**config.mk**
```make
export PLATFORM = sky130hd
export DESIGN_NAME = bit_packer
export DESIGN_NICKNAME = d
export VERILOG_FILES = /design/src/rtl/bit_packer.sv
export SDC_FILE = /design/constraint.sdc
export NUM_CORES = 2
export LEC_CHECK = 0
export ABC_AREA = 1
export CORE_MARGIN = 10
export CORE_UTILIZATION = 63
export CTS_BUF_LIST = sky130_fd_sc_hd__clkbuf_2
export DETAILED_ROUTE_END_ITERATION = 7
export PLACE_DENSITY = 0.83
export REMOVE_ABC_BUFFERS = 1
export SLEW_MARGIN = 20
export SYNTH_ARGS = -nofsm -noshare
export SYNTH_HDL_FRONTEND = slang
export SYNTH_SLANG_ARGS = --single-unit
export TNS_END_PERCENT = 20
```
**constraint.sdc**
```tcl
create_clock -name clock -period 8.49 [get_ports clock]
set_clock_uncertainty 0.1 [all_clocks]
set_input_delay 1.698 -clock clock [delete_from_list [all_inputs] [get_ports clock]]
set_output_delay 1.698 -clock clock [all_outputs]
set_load 0.1 [all_outputs]
```
**src/rtl/bit_packer.sv**
```systemverilog
// Variable-length code packer: appends right-aligned codes MSB-first into 32-bit words
// behind a 16-word first-word-fall-through FIFO. Define BIT_PACKER_TOTAL_BITS_EN to build the total_bits counter.
module bit_packer (
  input  logic        clock,
  input  logic        reset_n,
  input  logic        enable,
  input  logic [63:0] val,
  input  logic [63:0] size_of_bit,
  input  logic        flush_bit,
  input  logic        out_ready,
  output logic        out_valid,
  output logic [31:0] out_data,
  output logic        flush_done,
  output logic        overflow_err,
  output logic        size_err,
  output logic [31:0] total_bits
);

  localparam int DEPTH = 16;

  typedef enum logic [1:0] {RUN, PAD, DRAIN, DONE} state_t;

  state_t      state_reg, state_next;
  logic [31:0] resid_reg, resid_next;
  logic [4:0]  resid_cnt_reg, resid_cnt_next;
  logic [3:0]  wr_ptr_reg, wr_ptr_next;
  logic [3:0]  rd_ptr_reg, rd_ptr_next;
  logic [4:0]  count_reg, count_next;
  logic        overflow_reg, overflow_next;
  logic        size_err_reg, size_err_next;
  logic [31:0] mem [DEPTH];

  logic        accept;
  logic        size_big;
  logic [6:0]  size_clamped;
  logic [6:0]  size_eff;
  logic [63:0] code_mask;
  logic [95:0] code_ext;
  logic [6:0]  shift_amt;
  logic [95:0] merged;
  logic [6:0]  total_cnt;
  logic [1:0]  pack_words;
  logic [31:0] pack_resid;

  logic [1:0]  push_cnt;
  logic [31:0] push_w0, push_w1;
  logic        pop;
  logic [4:0]  free_cnt;
  logic [1:0]  wr_cnt;
  logic        drop;
  logic [3:0]  wr_ptr_p1;

  assign accept       = (state_reg == RUN) && enable;
  assign size_big     = size_of_bit > 64'd64;
  assign size_clamped = size_big ? 7'd64 : size_of_bit[6:0];
  assign size_eff     = accept ? size_clamped : 7'd0;

  genvar gi;
  generate
    for (gi = 0; gi < 64; gi++) begin : g_mask
      localparam logic [6:0] BIT_IDX = 7'(gi);
      assign code_mask[gi] = BIT_IDX < size_eff;
    end
  endgenerate

  // Residual sits at the top of a 96-bit window; the new code lands right below it.
  assign code_ext   = {32'h0, val & code_mask};
  assign shift_amt  = 7'd96 - {2'b00, resid_cnt_reg} - size_eff;
  assign merged     = {resid_reg, 64'h0} | (code_ext << shift_amt);
  assign total_cnt  = {2'b00, resid_cnt_reg} + size_eff;
  assign pack_words = total_cnt[6:5];

  always_comb begin
    pack_resid = merged[95:64];
    case (pack_words)
      2'd1:    pack_resid = merged[63:32];
      2'd2:    pack_resid = merged[31:0];
      default: pack_resid = merged[95:64];
    endcase
  end

  always_comb begin
    state_next     = state_reg;
    resid_next     = resid_reg;
    resid_cnt_next = resid_cnt_reg;
    push_cnt       = 2'd0;
    push_w0        = merged[95:64];
    push_w1        = merged[63:32];
    case (state_reg)
      RUN: begin
        push_cnt       = pack_words;
        resid_next     = pack_resid;
        resid_cnt_next = total_cnt[4:0];
        if (flush_bit) state_next = PAD;
      end
      PAD: begin
        // Residual bits below the count are already zero, so it is a ready padded word.
        push_w0        = resid_reg;
        push_cnt       = (resid_cnt_reg != 5'd0) ? 2'd1 : 2'd0;
        resid_next     = 32'h0;
        resid_cnt_next = 5'd0;
        state_next     = DRAIN;
      end
      DRAIN: begin
        if (count_reg == 5'd0) state_next = DONE;
      end
      DONE: begin
        state_next = RUN;
      end
      default: state_next = RUN;
    endcase
  end

  assign pop       = (count_reg != 5'd0) && out_ready;
  assign free_cnt  = 5'd16 - count_reg + {4'b0000, pop};
  assign wr_cnt    = ({3'b000, push_cnt} <= free_cnt) ? push_cnt : free_cnt[1:0];
  assign drop      = wr_cnt != push_cnt;
  assign wr_ptr_p1 = wr_ptr_reg + 4'd1;

  assign count_next  = count_reg + {3'b000, wr_cnt} - {4'b0000, pop};
  assign wr_ptr_next = wr_ptr_reg + {2'b00, wr_cnt};
  assign rd_ptr_next = rd_ptr_reg + {3'b000, pop};

  assign overflow_next = overflow_reg | drop
                       | ((state_reg != RUN) && (enable || flush_bit));
  assign size_err_next = size_err_reg | (accept && size_big);

  always_ff @(posedge clock or negedge reset_n) begin
    if (!reset_n) begin
      state_reg     <= RUN;
      resid_reg     <= 32'h0;
      resid_cnt_reg <= 5'd0;
      wr_ptr_reg    <= 4'd0;
      rd_ptr_reg    <= 4'd0;
      count_reg     <= 5'd0;
      overflow_reg  <= 1'b0;
      size_err_reg  <= 1'b0;
    end else begin
      state_reg     <= state_next;
      resid_reg     <= resid_next;
      resid_cnt_reg <= resid_cnt_next;
      wr_ptr_reg    <= wr_ptr_next;
      rd_ptr_reg    <= rd_ptr_next;
      count_reg     <= count_next;
      overflow_reg  <= overflow_next;
      size_err_reg  <= size_err_next;
    end
  end

  // Storage is not reset; an empty count makes stale words invisible.
  always_ff @(posedge clock) begin
    if (wr_cnt != 2'd0) mem[wr_ptr_reg] <= push_w0;
    if (wr_cnt == 2'd2) mem[wr_ptr_p1]  <= push_w1;
  end

  assign out_valid    = count_reg != 5'd0;
  assign out_data     = out_valid ? mem[rd_ptr_reg] : 32'h0;
  assign flush_done   = state_reg == DONE;
  assign overflow_err = overflow_reg;
  assign size_err     = size_err_reg;

`ifdef BIT_PACKER_TOTAL_BITS_EN
  logic [31:0] total_reg;
  logic [31:0] total_add;

  always_comb begin
    total_add = {25'h0, size_eff};
    if (state_reg == PAD && resid_cnt_reg != 5'd0)
      total_add = 32'd32 - {27'h0, resid_cnt_reg};
  end

  always_ff @(posedge clock or negedge reset_n) begin
    if (!reset_n) total_reg <= 32'h0;
    else          total_reg <= total_reg + total_add;
  end

  assign total_bits = total_reg;
`else
  assign total_bits = 32'h0;
`endif

endmodule

```
==> impl_metrics.ini <==
[route]
first_iter_violations = 6555
wl_um = 142000
drc = 0
viasPerCell = 6.36
first_pass_iters = 7
wire_per_inst_um = 23.3
vias = 38600
postRouteAntennaNets = 0

[sta]
timing.hold.ws_ns = 0.396
tightest_slew_ns = 1.06
finalHoldViolations = 0
fmax_mhz = 134
setup_viol = 0
finalMaxSlewViolations = 0
min_period_ns = 7.48
slew_headroom_pct = 29.3
rsz0062_at_grt = no
post-route-period-util_pct = 88.1

[logic_synthesis]
yosysMostFrequentCell = nand2_1
ys_seq_area_share_pct = 44.3
ys_ff_latch = 566
async_flop_share_pct = 9.54
syn_area_per_cell_sq_um = 7.32
synth.top_cell.area_share_pct = 40.7
syn_area_sq_um = 37800
synth_top_cells_by_area = edfxtp_1 41%, nand2_1 21%, nand3_1 9.3%, dfrtp_1 3.6%, nor2_1 3.1%
synth.top_cells.by_count = 2163 x nand2_1, 704 x nand3_1, 512 x edfxtp_1
ys.warnings.count = 0
yosys.area.top_type = edfxtp_1
synth_cell_types = 51
postSynthCellCount = 5159
synth_ff_type = edfxtp_1
synth-edff-count = 512

[place]
port-buffer-count = 168
dpl_cell_area_sq_um = 39800
place_congestion = 1.05
dp_hpwl_um = 91200

[worst_setup_path]
critPathCaptureType = output port
critPathLaunch = rd_ptr_reg[0]$_DFF_PN0_
path_class = register to output port
arrival_ns = 5.68
crit_required_ns = 6.69
path_depth = 6
critPathMaxStageDelay_ns = 1.28
worstReg2RegStart = state_reg[0]$_DFFE_PN0P_
crit_chain = buf_12 > o21ai_0 > o22ai_1 > a21oi_1 > a211oi_1 > clkdlybuf4s50_1
slowest_stage = clkdlybuf4s50_1
crit_buf_inv = 2
critPathMaxFanout = 154
r2r_cells = 21
start_kind = register
cp_top_family = buffers and inverters

[cells_and_area]
postLayoutCellArea_sq_um = 41100
area_delta_synth_final_pct = 8.76
largest_register_ffs = 512
drive_above_1_share_pct = 8.57
fin_nets = 5365

[cts]
postCtsHoldBufs = 0
cts.clk_slew.worst_paths_ns = 0.12
post_cts_buffers = 0
cts.root.buffer_cell = clkbuf_2
tritoncts = done
cts_buffers = 144
htreeDepth = 4
ctsLongestPathBuffers = 3
clk_latency_ns = 1.39
cts-resized-gates = 0
cts.sink_count = 566

[global_routing]
grt_use_total_pct = 39.6
grt_pass1_vias = 37000
grt_overflow = 0
grt_first_pass_wirelength_um = 214000
grt_start_max_net_pins = 155
antenna_found_initial = 2

[die]
ios = 201
die-width_um = 265
start_util_pct = 63.8
core-area_sq_um = 59200
num_rows = 89
dieHeight_um = 265
die-area_sq_um = 70200

[power]
p_int_w = 0.00631
p_switching_w = 0.00681
power_frac_seq_pct = 30.6
clockPowerShare_pct = 14.7
swShare_pct = 51.9
power_density_nw_per_um2 = 319
comb_power_share_pct = 54.7
vdd_ir_drop_max_mv = 0.495
p_leak_nw = 18.1

[worst_hold_path]
hp-class = primary input to asynchronous set/reset pin

[job]
maxCapViolCount = 0

[run_status]
outcome = finished clean
worst reg2reg max path: cells and delay by family, from the launching register on:
kind | cells | cell delay (ns)
xor gates and xnor gates | 1 | 0.24
AOI/OAI and AO/OA | 3 | 0.88
DFF | 1 | 0.42
buffers and inverters | 5 | 0.74
and+or+nand+nor | 9 | 2.50
adders and majority gates | 3 | 1.09
cell families (layout without fill, tap and decap cells):
logic type	after synthesis	after routing	share of synthesized area, %
muxes	64	64	1.70
adders and majority gates	35	35	1.22
and+or+nand+nor	3359	3359	37.2
AOI/OAI and AO/OA	504	504	7.67
DFF	566	566	44.3
xor gates and xnor gates	17	17	0.434
other	1	38	0.00993
buffers and inverters	613	723	7.53
layout make-up:
cell class	instances	area [sq um]
antenna	6	15.0
clock buffer	211	1060
clock inverter	38	230
fill	4989	18200
inverter	207	782
multi-input combinational	4011	18600
sequential	566	16700
tap	773	967
timing repair buffer	267	2700
power groups by stage:
| stage | clock network (W) | logic, W | registers [W] |
|---|---|---|---|
| after global routing | 0.00205 | 0.00762 | 0.00405 |
| after detailed placement | 0 | 0.00696 | 0.00407 |
| final | 0.00193 | 0.00717 | 0.00402 |
| after floorplan | 0 | 0.00473 | 0.00415 |
| after global placement | 0 | 0.00679 | 0.00406 |
| after CTS | 0.00192 | 0.00698 | 0.00401 |
per-layer routing:
metal | vias up | GRT usage [%] | part of all wire [%]
li1 | 17300 | - | -
met2 | 3242 | 62.0 | 45
met3 | 731 | 10.5 | 14
met5 | - | 0 | 0
met4 | 0 | 27.4 | 7.7
met1 | 17300 | 47.4 | 33
layout by cell type (no fill, tap or decap), types with 52 or more instances in the layout:
master / netlist / routed
nand2_1: 2163 / 2162
nor2_1: 312 / 307
o22ai_1: 66 / 66
o21ai_0: 208 / 198
clkdlybuf4s50_1: 0 / 167
dfrtp_1: 54 / 52
mux2i_1: 64 / 64
edfxtp_1: 512 / 512
nand4_1: 87 / 87
clkbuf_2: 0 / 211
a21oi_1: 113 / 113
nand3_1: 704 / 704
buf_4: 65 / 77
inv_1: 175 / 170
path summary, 6_finish.rpt:
| check | endpoint | slack (ns) |
|---|---|---|
| setup / recovery | out_data[12] | 1.01 |
| hold / removal | state_reg[0]$_DFFE_PN0P_ | 0.40 |
| setup reg to reg | mem[11][15]$_DFFE_PP_ | 2.32 |
| hold reg to reg | resid_reg[14]$_DFFE_PN0N_ | 0.40 |
| max in group asynchronous | resid_reg[23]$_DFFE_PN0N_ | 7.20 |
| min in group clock | resid_reg[14]$_DFFE_PN0N_ | 0.40 |
through the flow:
stage	setup slack, ns	power [W]	cells	util, %	setup TNS [ns]
final	1.01	0.0131	6079	69.4	0
after global routing	0.913	0.0137	6079	69.4	0
after CTS	1.04	0.0129	6073	69.3	0
after detailed placement	0.818	0.0110	5824	67.2	0
after global placement	0.867	0.0108	5824	67.2	0
after floorplan	-4.36	0.00888	4784	-	-417.24
Power figures use the tool's default switching activity.
